==> config.mk <==
export PLATFORM = sky130hd
export DESIGN_NAME = fetch_align_flat
export DESIGN_NICKNAME = d
export VERILOG_FILES = /design/src/rtl/fetch_align_if.sv /design/src/rtl/fetch_align.sv /design/src/flat_wrapper.sv
export SDC_FILE = /design/constraint.sdc
export NUM_CORES = 1
export LEC_CHECK = 0
export ABC_CLOCK_PERIOD_IN_PS = 6500
export CORE_UTILIZATION = 37
export CTS_CLUSTER_DIAMETER = 200
export DETAILED_ROUTE_END_ITERATION = 6
export HOLD_SLACK_MARGIN = 0.06
export PLACE_DENSITY = 0.8
export SLEW_MARGIN = 20
export SYNTH_ARGS = -nofsm -noshare
export SYNTH_HDL_FRONTEND = slang
export SYNTH_SLANG_ARGS = --single-unit
==> constraint.sdc <==
create_clock -name clk -period 6.5 [get_ports clk]
set_input_delay 1.3 -clock clk [delete_from_list [all_inputs] [get_ports clk]]
set_output_delay 1.3 -clock clk [all_outputs]
set_load 0.01 [all_outputs]
==> src/rtl/fetch_align_if.sv <==
// Handshake bundle between the prefetch FIFO, the fetch aligner and the decoder.
// The master side drives the FIFO head and decode acceptance; the slave side is the aligner.
interface fetch_align_if;
    logic        pr_reset;
    logic [67:0] prefetchfifo_accept_data;
    logic        prefetchfifo_accept_empty;
    logic        prefetchfifo_accept_do;
    logic [3:0]  dec_acceptable;
    logic [3:0]  fetch_valid;
    logic [63:0] fetch;
    logic        fetch_limit;
    logic        fetch_page_fault;

    modport master (
        output pr_reset, prefetchfifo_accept_data, prefetchfifo_accept_empty, dec_acceptable,
        input  prefetchfifo_accept_do, fetch_valid, fetch, fetch_limit, fetch_page_fault
    );

    modport slave (
        input  pr_reset, prefetchfifo_accept_data, prefetchfifo_accept_empty, dec_acceptable,
        output prefetchfifo_accept_do, fetch_valid, fetch, fetch_limit, fetch_page_fault
    );
endinterface

==> src/rtl/fetch_align.sv <==
// Aligns prefetched 8-byte lines to the decoder, tracking a byte offset and sticky limit/fault markers.
// Define FETCH_ALIGN_LINE_REG_EN to source lines from a registered buffer instead of the FIFO head.
module fetch_align (
    input  logic          clk,
    input  logic          rst_n,
    fetch_align_if.slave  bus
);
    typedef enum logic [1:0] {RUN, LIMIT, PF} state_t;

    state_t      state_q, state_d;
    logic [2:0]  offset_q, offset_d;

    logic        src_vld;
    logic [67:0] src;
    logic [3:0]  len;
    logic [63:0] line_bytes;
    logic        active, run_src;
    logic        is_data, is_lim, is_pf;
    logic [3:0]  avail, taken;
    logic        data_rel, consume;
    logic [63:0] shifted;

    function automatic logic [63:0] byte_mask(input logic [3:0] n);
        logic [63:0] m;
        m = '0;
        for (int i = 0; i < 8; i++) begin
            if (4'(i) < n) m[i*8 +: 8] = 8'hFF;
        end
        return m;
    endfunction

`ifdef FETCH_ALIGN_LINE_REG_EN
    logic [67:0] line_q, line_d;
    logic        line_vld_q, line_vld_d;
    logic        load;

    assign src_vld = line_vld_q;
    assign src     = line_q;
`else
    assign src_vld = ~bus.prefetchfifo_accept_empty;
    assign src     = bus.prefetchfifo_accept_data;
`endif

    assign len        = src[67:64];
    assign line_bytes = src[63:0];
    assign active     = rst_n & ~bus.pr_reset;
    assign run_src    = active & (state_q == RUN) & src_vld;
    assign is_data    = (len >= 4'd1) && (len <= 4'd8);
    assign is_lim     = (len == 4'hE);
    assign is_pf      = (len == 4'hF);

    assign avail    = (run_src && is_data && ({1'b0, offset_q} < len)) ? (len - {1'b0, offset_q}) : 4'd0;
    assign taken    = (avail < bus.dec_acceptable) ? avail : bus.dec_acceptable;
    assign data_rel = run_src & is_data & (({1'b0, offset_q} + taken) == len);
    // Markers and malformed lengths are consumed immediately; data lines only when fully taken.
    assign consume  = run_src & (~is_data | data_rel);

    assign shifted = line_bytes >> {offset_q, 3'b000};

    assign bus.fetch_valid      = avail;
    assign bus.fetch            = shifted & byte_mask(avail);
    assign bus.fetch_limit      = active & (state_q == LIMIT);
    assign bus.fetch_page_fault = active & (state_q == PF);

`ifdef FETCH_ALIGN_LINE_REG_EN
    // Refill on a data/junk release, but not on a marker: the FSM stops popping once it leaves RUN.
    assign load = active & (state_q == RUN) & ~bus.prefetchfifo_accept_empty
                & (~line_vld_q | (consume & ~is_lim & ~is_pf));
    assign bus.prefetchfifo_accept_do = load;

    always_comb begin
        line_d     = line_q;
        line_vld_d = line_vld_q;
        if (bus.pr_reset) begin
            line_vld_d = 1'b0;
        end else if (load) begin
            line_d     = bus.prefetchfifo_accept_data;
            line_vld_d = 1'b1;
        end else if (consume) begin
            line_vld_d = 1'b0;
        end
    end

    always_ff @(posedge clk or negedge rst_n) begin
        if (!rst_n) line_vld_q <= 1'b0;
        else        line_vld_q <= line_vld_d;
    end

    always_ff @(posedge clk) begin
        line_q <= line_d;
    end
`else
    assign bus.prefetchfifo_accept_do = consume;
`endif

    always_comb begin
        state_d  = state_q;
        offset_d = offset_q;
        if (bus.pr_reset) begin
            state_d  = RUN;
            offset_d = 3'd0;
        end else if (run_src) begin
            if (is_lim)       state_d  = LIMIT;
            else if (is_pf)   state_d  = PF;
            else if (is_data) offset_d = data_rel ? 3'd0 : (offset_q + taken[2:0]);
        end
    end

    always_ff @(posedge clk or negedge rst_n) begin
        if (!rst_n) begin
            state_q  <= RUN;
            offset_q <= 3'd0;
        end else begin
            state_q  <= state_d;
            offset_q <= offset_d;
        end
    end
endmodule

==> src/flat_wrapper.sv <==
// flat-port wrapper written by rule: the top's interface ports become plain ports
module fetch_align_flat 
  (clk, rst_n, bus_pr_reset, bus_prefetchfifo_accept_data, bus_prefetchfifo_accept_empty, bus_dec_acceptable, bus_prefetchfifo_accept_do, bus_fetch_valid, bus_fetch, bus_fetch_limit, bus_fetch_page_fault);
  fetch_align_if bus_i ();
  input  logic clk;
  input  logic rst_n;
  input wire logic [$bits(bus_i.pr_reset)-1:0] bus_pr_reset;
  input wire logic [$bits(bus_i.prefetchfifo_accept_data)-1:0] bus_prefetchfifo_accept_data;
  input wire logic [$bits(bus_i.prefetchfifo_accept_empty)-1:0] bus_prefetchfifo_accept_empty;
  input wire logic [$bits(bus_i.dec_acceptable)-1:0] bus_dec_acceptable;
  output wire logic [$bits(bus_i.prefetchfifo_accept_do)-1:0] bus_prefetchfifo_accept_do;
  output wire logic [$bits(bus_i.fetch_valid)-1:0] bus_fetch_valid;
  output wire logic [$bits(bus_i.fetch)-1:0] bus_fetch;
  output wire logic [$bits(bus_i.fetch_limit)-1:0] bus_fetch_limit;
  output wire logic [$bits(bus_i.fetch_page_fault)-1:0] bus_fetch_page_fault;
  assign bus_i.pr_reset = bus_pr_reset;
  assign bus_i.prefetchfifo_accept_data = bus_prefetchfifo_accept_data;
  assign bus_i.prefetchfifo_accept_empty = bus_prefetchfifo_accept_empty;
  assign bus_i.dec_acceptable = bus_dec_acceptable;
  assign bus_prefetchfifo_accept_do = bus_i.prefetchfifo_accept_do;
  assign bus_fetch_valid = bus_i.fetch_valid;
  assign bus_fetch = bus_i.fetch;
  assign bus_fetch_limit = bus_i.fetch_limit;
  assign bus_fetch_page_fault = bus_i.fetch_page_fault;
  fetch_align u_core (.clk(clk), .rst_n(rst_n), .bus(bus_i));
endmodule
==> impl_metrics.tcl, run 1 <==
set metrics [dict create \
    finalWorstSetupSlack_ns 0.0699 \
    run_status "finished, final reports clean" \
    switching_power_w 0.000103 \
    coreArea_um2 6940 \
    slew_headroom_pct 38.4 \
    p_per_area_nw_per_um2 62.2 \
    peakVddDrop_uv 72.8 \
    drt_wl_total_um 11100 \
    path_class "primary input to output port" \
    hold_viol 0 \
    pwr-share-comb_pct 69.9 \
    cts-root-buf "clkbuf_8" \
    slowest_stage "fa_2" \
    htree_num_levels 1 \
    hold_class "flop to flop" \
    dp.final_hpwl_um 8130 \
    vias 3488 \
    grt_max_degree 62 \
    slew_violations 0 \
    clk_pin_slew_ns 0.03 \
    crit_required_ns 5.20 \
    antenna_found_initial 0 \
    n_antenna_cell 0 \
    slowest_delay_ns 0.56 \
    cts_buffers 3 \
    syn2layout_area_growth_pct 75.7 \
    internal_power_w 0.000194 \
    grt_overflow_total 0 \
    syn_area_um2 2720 \
    die_area_um2 7690 \
    layout_commonest_cell "clkdlybuf4s50_1" \
    path_cells "dlygate4sd2_1, buf_4, or4_4, nand4_4, or2_4, nor2_2, ha_1, nand2b_1, nor4_2, buf_4, buf_6, nor3_1, a2bb2oi_2, ha_2, inv_2, fa_2, xor2_2, and3_1, a32o_1, buf_2" \
    critPathMostFrequentCell "buf_4" \
    drv_cap 0 \
    worst_slew_pin_slew_ns 0.924 \
    syn_inst 348 \
    fp-row-count 30 \
    clk_path_buf_depth 2 \
    final-setup-viol-count 0 \
    p_leak_nw 1.77 \
    layout_common_cells "142 x clkdlybuf4s50_1, 70 x nor2_1, 53 x buf_4, 32 x mux4_2, 31 x nand2_1" \
    synth_edf_count 0 \
    first_pass_iters 5 \
    worstSkewPairLatency_ns 0.22 \
    clock_power_share_pct 19.4 \
    busiest_layer "met2" \
    ys_seq_elements 5 \
    swShare_pct 34.8 \
    met1_usage_pct 34.7 \
    startpoint_type "primary input" \
    fmax_mhz 156 \
    power_frac_seq_pct 10.7 \
    crit_path_max_fanout 4 \
    yosysSeqAreaShare_pct 4.60 \
    preCtsSetupSlack_ns -0.885 \
    worst_hold_slack_ns 0.553 \
    initial_core_util_pct 39.1 \
    port_buffers 146 \
    fin_crit_ns 6.43 \
    syn_nets 434 \
    die_height_um 87.7 \
    cp.arrival_ns 5.13 \
    clock-skew-final_ns 0.00323 \
    fin_nets 612 \
    io_pins 147 \
    fp.dieW_um 87.7 \
    rrSetupSlack_ns 2.10 \
    grt_usage_pct 27.6 \
    first_global_vias 3464 \
    synth_fa_ha_area_share_pct 5.16 \
    drc 0 \
    grtUsageMet2_pct 49.3 \
    final_antenna_net_count 0 \
    synth.area.mux_share_pct 36.5 \
    yosys.area_share.simple_pct 26.6 \
    synth_compound_area_share_pct 18.9 \
    synthFlopType "dfrtp_1" \
    clkSinkCount 5 \
    synth_warnings 0 \
    ys_types 53 \
    synth_async_sr_flop_share_pct 100 \
    viasPerCell 5.62 \
    drive_gt1_share_pct 25.3 \
    wl_per_cell_um 17.8 \
    gp_congestion 0.857 \
    postCtsHoldBufs 0 \
    finalCritPeriodShare_pct 98.9 \
    grt_pass1_wl_um 16600 \
    grt_use_met3_pct 2.64 \
    synth_top_family_by_area "multiplexers" \
    cp-end-kind "output port" \
    cts_tree "built" \
    drtIter0Drc 191 \
    synthXorXnorAreaFrac_pct 2.58 \
    n_fill_cell 546 \
    syn_area_per_cell_um2 7.81 \
]
-- layer usage --
layer  part of all wire, %  vias to the layer above
met5                     0                        -
met4                   2.4                        0
met3                   6.7                       25
met2                    51                      170
met1                    40                     1659
li1                      -                     1634
-- worst max-delay path, delay by kind of cell --
family,cells,cell delay [ns]
buffers and inverters,6,0.90
AOI/OAI and AO/OA,2,0.28
adders and majority gates,3,1.06
xor gates and xnor gates,1,0.17
and+or+nand+nor,8,1.38
-- metrics by stage --
stage	TNS (ns)	std cells	cell area [um^2]	total power, W	util (%)
after floorplan	0	348	2720	0.000116	-
after global placement	-0.682	606	4510	0.000216	65.0
after detailed placement	-0.885	606	4510	0.000221	65.0
after CTS	0	618	4650	0.000285	66.9
after global routing	-0.0437	621	4780	0.000314	68.8
final	0	621	4780	0.000297	68.8
-- cell type report --
class                   count  area, um^2  area share (%)
clock buffers               4        45.0           0.943
inverters                  10        37.5           0.786
multi-input cells         306        2580            54.1
flip-flops and latches      5         130            2.72
well taps                  96         120            2.52
repair buffers            200        1860            38.9
-- what timing repair did --
| action | CTS | global route |
|---|---|---|
| buffers inserted | 8 | 3 |
| endpoints found under the setup margin | 1 | 1 |
| resized for setup | 22 | 18 |
| pin swaps | 13 | 16 |
-- Yosys cell counts, types with 10 or more instances --
library cell	count	share of area, %
nand2_1	31	4.3
mux4_2	32	27
o21a_1	15	4.1
clkbuf_1	18	2.5
mux2i_1	17	6.3
nand3_1	11	2.0
nor2_1	72	9.9
and2_1	11	2.5
a21oi_1	31	5.7
nor2b_1	11	2.5
inv_1	10	1.4
-- path summary, 6_finish.rpt --
path | end | start | cells after the start
worst max-delay path | bus_prefetchfifo_accept_do | bus_prefetchfifo_accept_data[65] | 20
worst min-delay path | u_core.state_q[0] | u_core.state_q[0] | 2
worst min register to register | u_core.state_q[0] | u_core.state_q[0] | 2
max in group asynchronous | u_core.offset_q[0] | rst_n | 2
min in group asynchronous | u_core.offset_q[0] | rst_n | 2
worst max register to register | u_core.offset_q[1] | u_core.offset_q[0] | 24
-- logic make-up (layout without fill, tap and decap cells) --
family,after synthesis,in the layout
and+or+nand+nor,154,154
AOI/OAI and AO/OA,76,76
muxes,58,58
buffers and inverters,37,214
adders and majority gates,10,10
xor gates and xnor gates,8,8
DFF,5,5
-- flip-flops by register name (all words and copies together), names as in the netlist --
signal           cells
u_core.offset_q      3
u_core.state_q       2
-- power groups by stage --
stage	clock network, W	registers [W]	logic [W]
2_1_floorplan	0	0.0000321	0.0000838
3_3_place_gp	0	0.0000322	0.000184
3_5_place_dp	0	0.0000322	0.000188
4_1_cts	0.0000579	0.0000318	0.000196
5_1_grt	0.0000603	0.0000319	0.000222
6_report	0.0000577	0.0000318	0.000208
No activity file was read; power rests on OpenSTA's default activity.
==> run 2, diff against run 1 <==
- ABC_CLOCK_PERIOD_IN_PS: 6500 -> 6390
- CORE_UTILIZATION: 37 -> 41
- PLACE_DENSITY: 0.8 -> 0.84
- clock period: 6.5 -> 6.39 ns (I/O delays scaled with it)
==> run 2 against run 1 <==
Wire length is 1.8% higher; clock power increased by 0.7%; sequential share of layout area about the same; count of clock-buffer cells in the layout unchanged; design area increased by 0.26%; critical path type unchanged; largest power group unchanged.
==> impl_metrics.tcl, run 2 (synthesis results as in run 1) <==
set metrics [dict create \
    run_status "finished, final reports clean" \
    fin_area_um2 4790 \
    viasPerCell 5.98 \
    p_leak_nw 1.77 \
    cp-end-kind "output port" \
    initial_core_util_pct 42.6 \
    top_regs "u_core.offset_q (3), u_core.state_q (2)" \
    clk_path_buf_depth 2 \
    fp-row-count 29 \
    fp.dieW_um 83.4 \
    layout_commonest_cell "clkdlybuf4s50_1" \
    postCtsHoldBufs 0 \
    cp.arrival_ns 5.08 \
    rsz0062_at_grt "yes" \
    r2r_end "u_core.offset_q[2]" \
    multi_input_area_um2 2630 \
    layout.area.seq_um2 130 \
    first_global_vias 3576 \
    holdPathStages 2 \
    drc 0 \
    fin_crit_ns 6.36 \
    path_class "primary input to output port" \
    largest_register_ffs 3 \
    peakVddDrop_uv 44.9 \
    coreArea_um2 6390 \
    rrSetupSlack_ns 2.08 \
    finalWorstSetupSlack_ns 0.0307 \
    worstSkewPairLatency_ns 0.22 \
    die_area_um2 6960 \
    slew_headroom_pct 38.4 \
    n_antenna_cell 0 \
    wl_per_cell_um 18.8 \
    startpoint_type "primary input" \
    setup_tns_ns 0 \
    syn2layout_area_growth_pct 76.2 \
    finalCritPeriodShare_pct 99.5 \
    final_antenna_net_count 0 \
    holdPathEnd "u_core.state_q[0]" \
    grt_pass1_wl_um 17600 \
    ff2ff_path_depth 20 \
    drv_cap 0 \
    drtIter0Drc 182 \
    preCtsSetupSlack_ns -0.863 \
    htree_num_levels 1 \
    crit_path_max_fanout 3 \
    hp-start "u_core.state_q[0]" \
    grt_usage_pct 31.4 \
    drive_gt1_share_pct 26.0 \
    port_buffers 146 \
    grt_max_degree 62 \
    worstReg2RegStart "u_core.offset_q[0]" \
    first_pass_iters 5 \
    grt_overflow_total 0 \
    layout_common_cells "142 x clkdlybuf4s50_1, 70 x nor2_1, 52 x buf_4, 32 x mux4_2, 31 x nand2_1" \
    drt_wl_total_um 11300 \
    hold_viol 0 \
    fmax_mhz 157 \
    placed_cell_area_um2 4490 \
    clkSinkCount 5 \
    n_fill_cell 470 \
    vias 3586 \
    slew_violations 0 \
    fin_nets 610 \
    antenna_found_initial 0 \
    die_height_um 83.4 \
    io_pins 147 \
    dp.final_hpwl_um 8080 \
    worst_slew_pin_slew_ns 0.924 \
    crit_required_ns 5.11 \
    p_per_area_nw_per_um2 63.5 \
    top_register "u_core.offset_q" \
    clk_pin_slew_ns 0.04 \
    cts-root-buf "clkbuf_8" \
    gp_congestion 0.957 \
    cts_buffers 3 \
    final-setup-viol-count 0 \
    hold_class "flop to flop" \
    clock-skew-final_ns 0.000717 \
    cts_tree "built" \
]
run 2: through the flow:
step	power (W)	std cells	hold slack [ns]	util, %
after floorplan	0.000118	348	0.502	-
after global routing	0.000320	600	0.628	75.0
after global placement	0.000220	587	0.533	70.3
final	0.000304	600	0.580	75.0
after CTS	0.000296	597	0.588	74.0
after detailed placement	0.000225	587	0.579	70.3
run 2: routing by layer:
metal / up-vias / wire, um / track usage [%]
met5: - / 0 / 0
met4: 0 / 378 / 12.2
met3: 34 / 1000 / 3.68
met2: 232 / 5510 / 54.9
met1: 1679 / 4360 / 39.4
li1: 1641 / - / -
run 2: worst max-delay path: stages:
cell      delay [ns]
buf_8           0.10
inv_6           0.05
ha_4            0.13
inv_2           0.04
fa_2            0.33
a21o_1          0.17
a21oi_2         0.18
or2_4           0.20
nor2_4          0.06
ha_4            0.16
or3b_4          0.41
a211oi_4        0.31
mux2_4          0.35
ha_4            0.23
a21o_1          0.17
a21oi_2         0.16
xnor2_1         0.16
xor2_1          0.27
a32o_1          0.21
buf_2           0.13
run 2: cell type report:
type	count	area share (%)
clock buffers	4	0.941
inverters	10	0.888
multi-input cells	306	55.0
flip-flops and latches	5	2.72
well taps	77	2.01
repair buffers	198	38.5
run 2: timing repair:
action                                  in CTS  in global routing
gates resized for setup                     39                 14
pin swaps                                   19                 18
endpoints found under the setup margin       1                  1
setup buffers                                6                  3
run 2: worst max-delay path by stage:
stage	from	end	slack, ns	depth (start not counted)
2_1_floorplan	bus_prefetchfifo_accept_data[64]	bus_prefetchfifo_accept_do	0.01	20
3_3_place_gp	bus_prefetchfifo_accept_data[64]	bus_prefetchfifo_accept_do	-0.66	20
3_5_place_dp	bus_prefetchfifo_accept_data[64]	bus_prefetchfifo_accept_do	-0.86	20
4_1_cts	bus_prefetchfifo_accept_data[64]	bus_prefetchfifo_accept_do	0.006	22
5_1_grt	bus_prefetchfifo_accept_data[64]	bus_prefetchfifo_accept_do	-0.04	20
6_report	bus_prefetchfifo_accept_data[64]	bus_prefetchfifo_accept_do	0.03	20
run 2: power by group:
part           switching, W  total [W]  internal [W]  leakage, nW
sequential      0.000000208  0.0000324     0.0000322       0.0661
clock             0.0000153  0.0000581     0.0000428       0.0228
combinational     0.0000913   0.000213      0.000122         1.68
total              0.000107   0.000304      0.000197         1.77
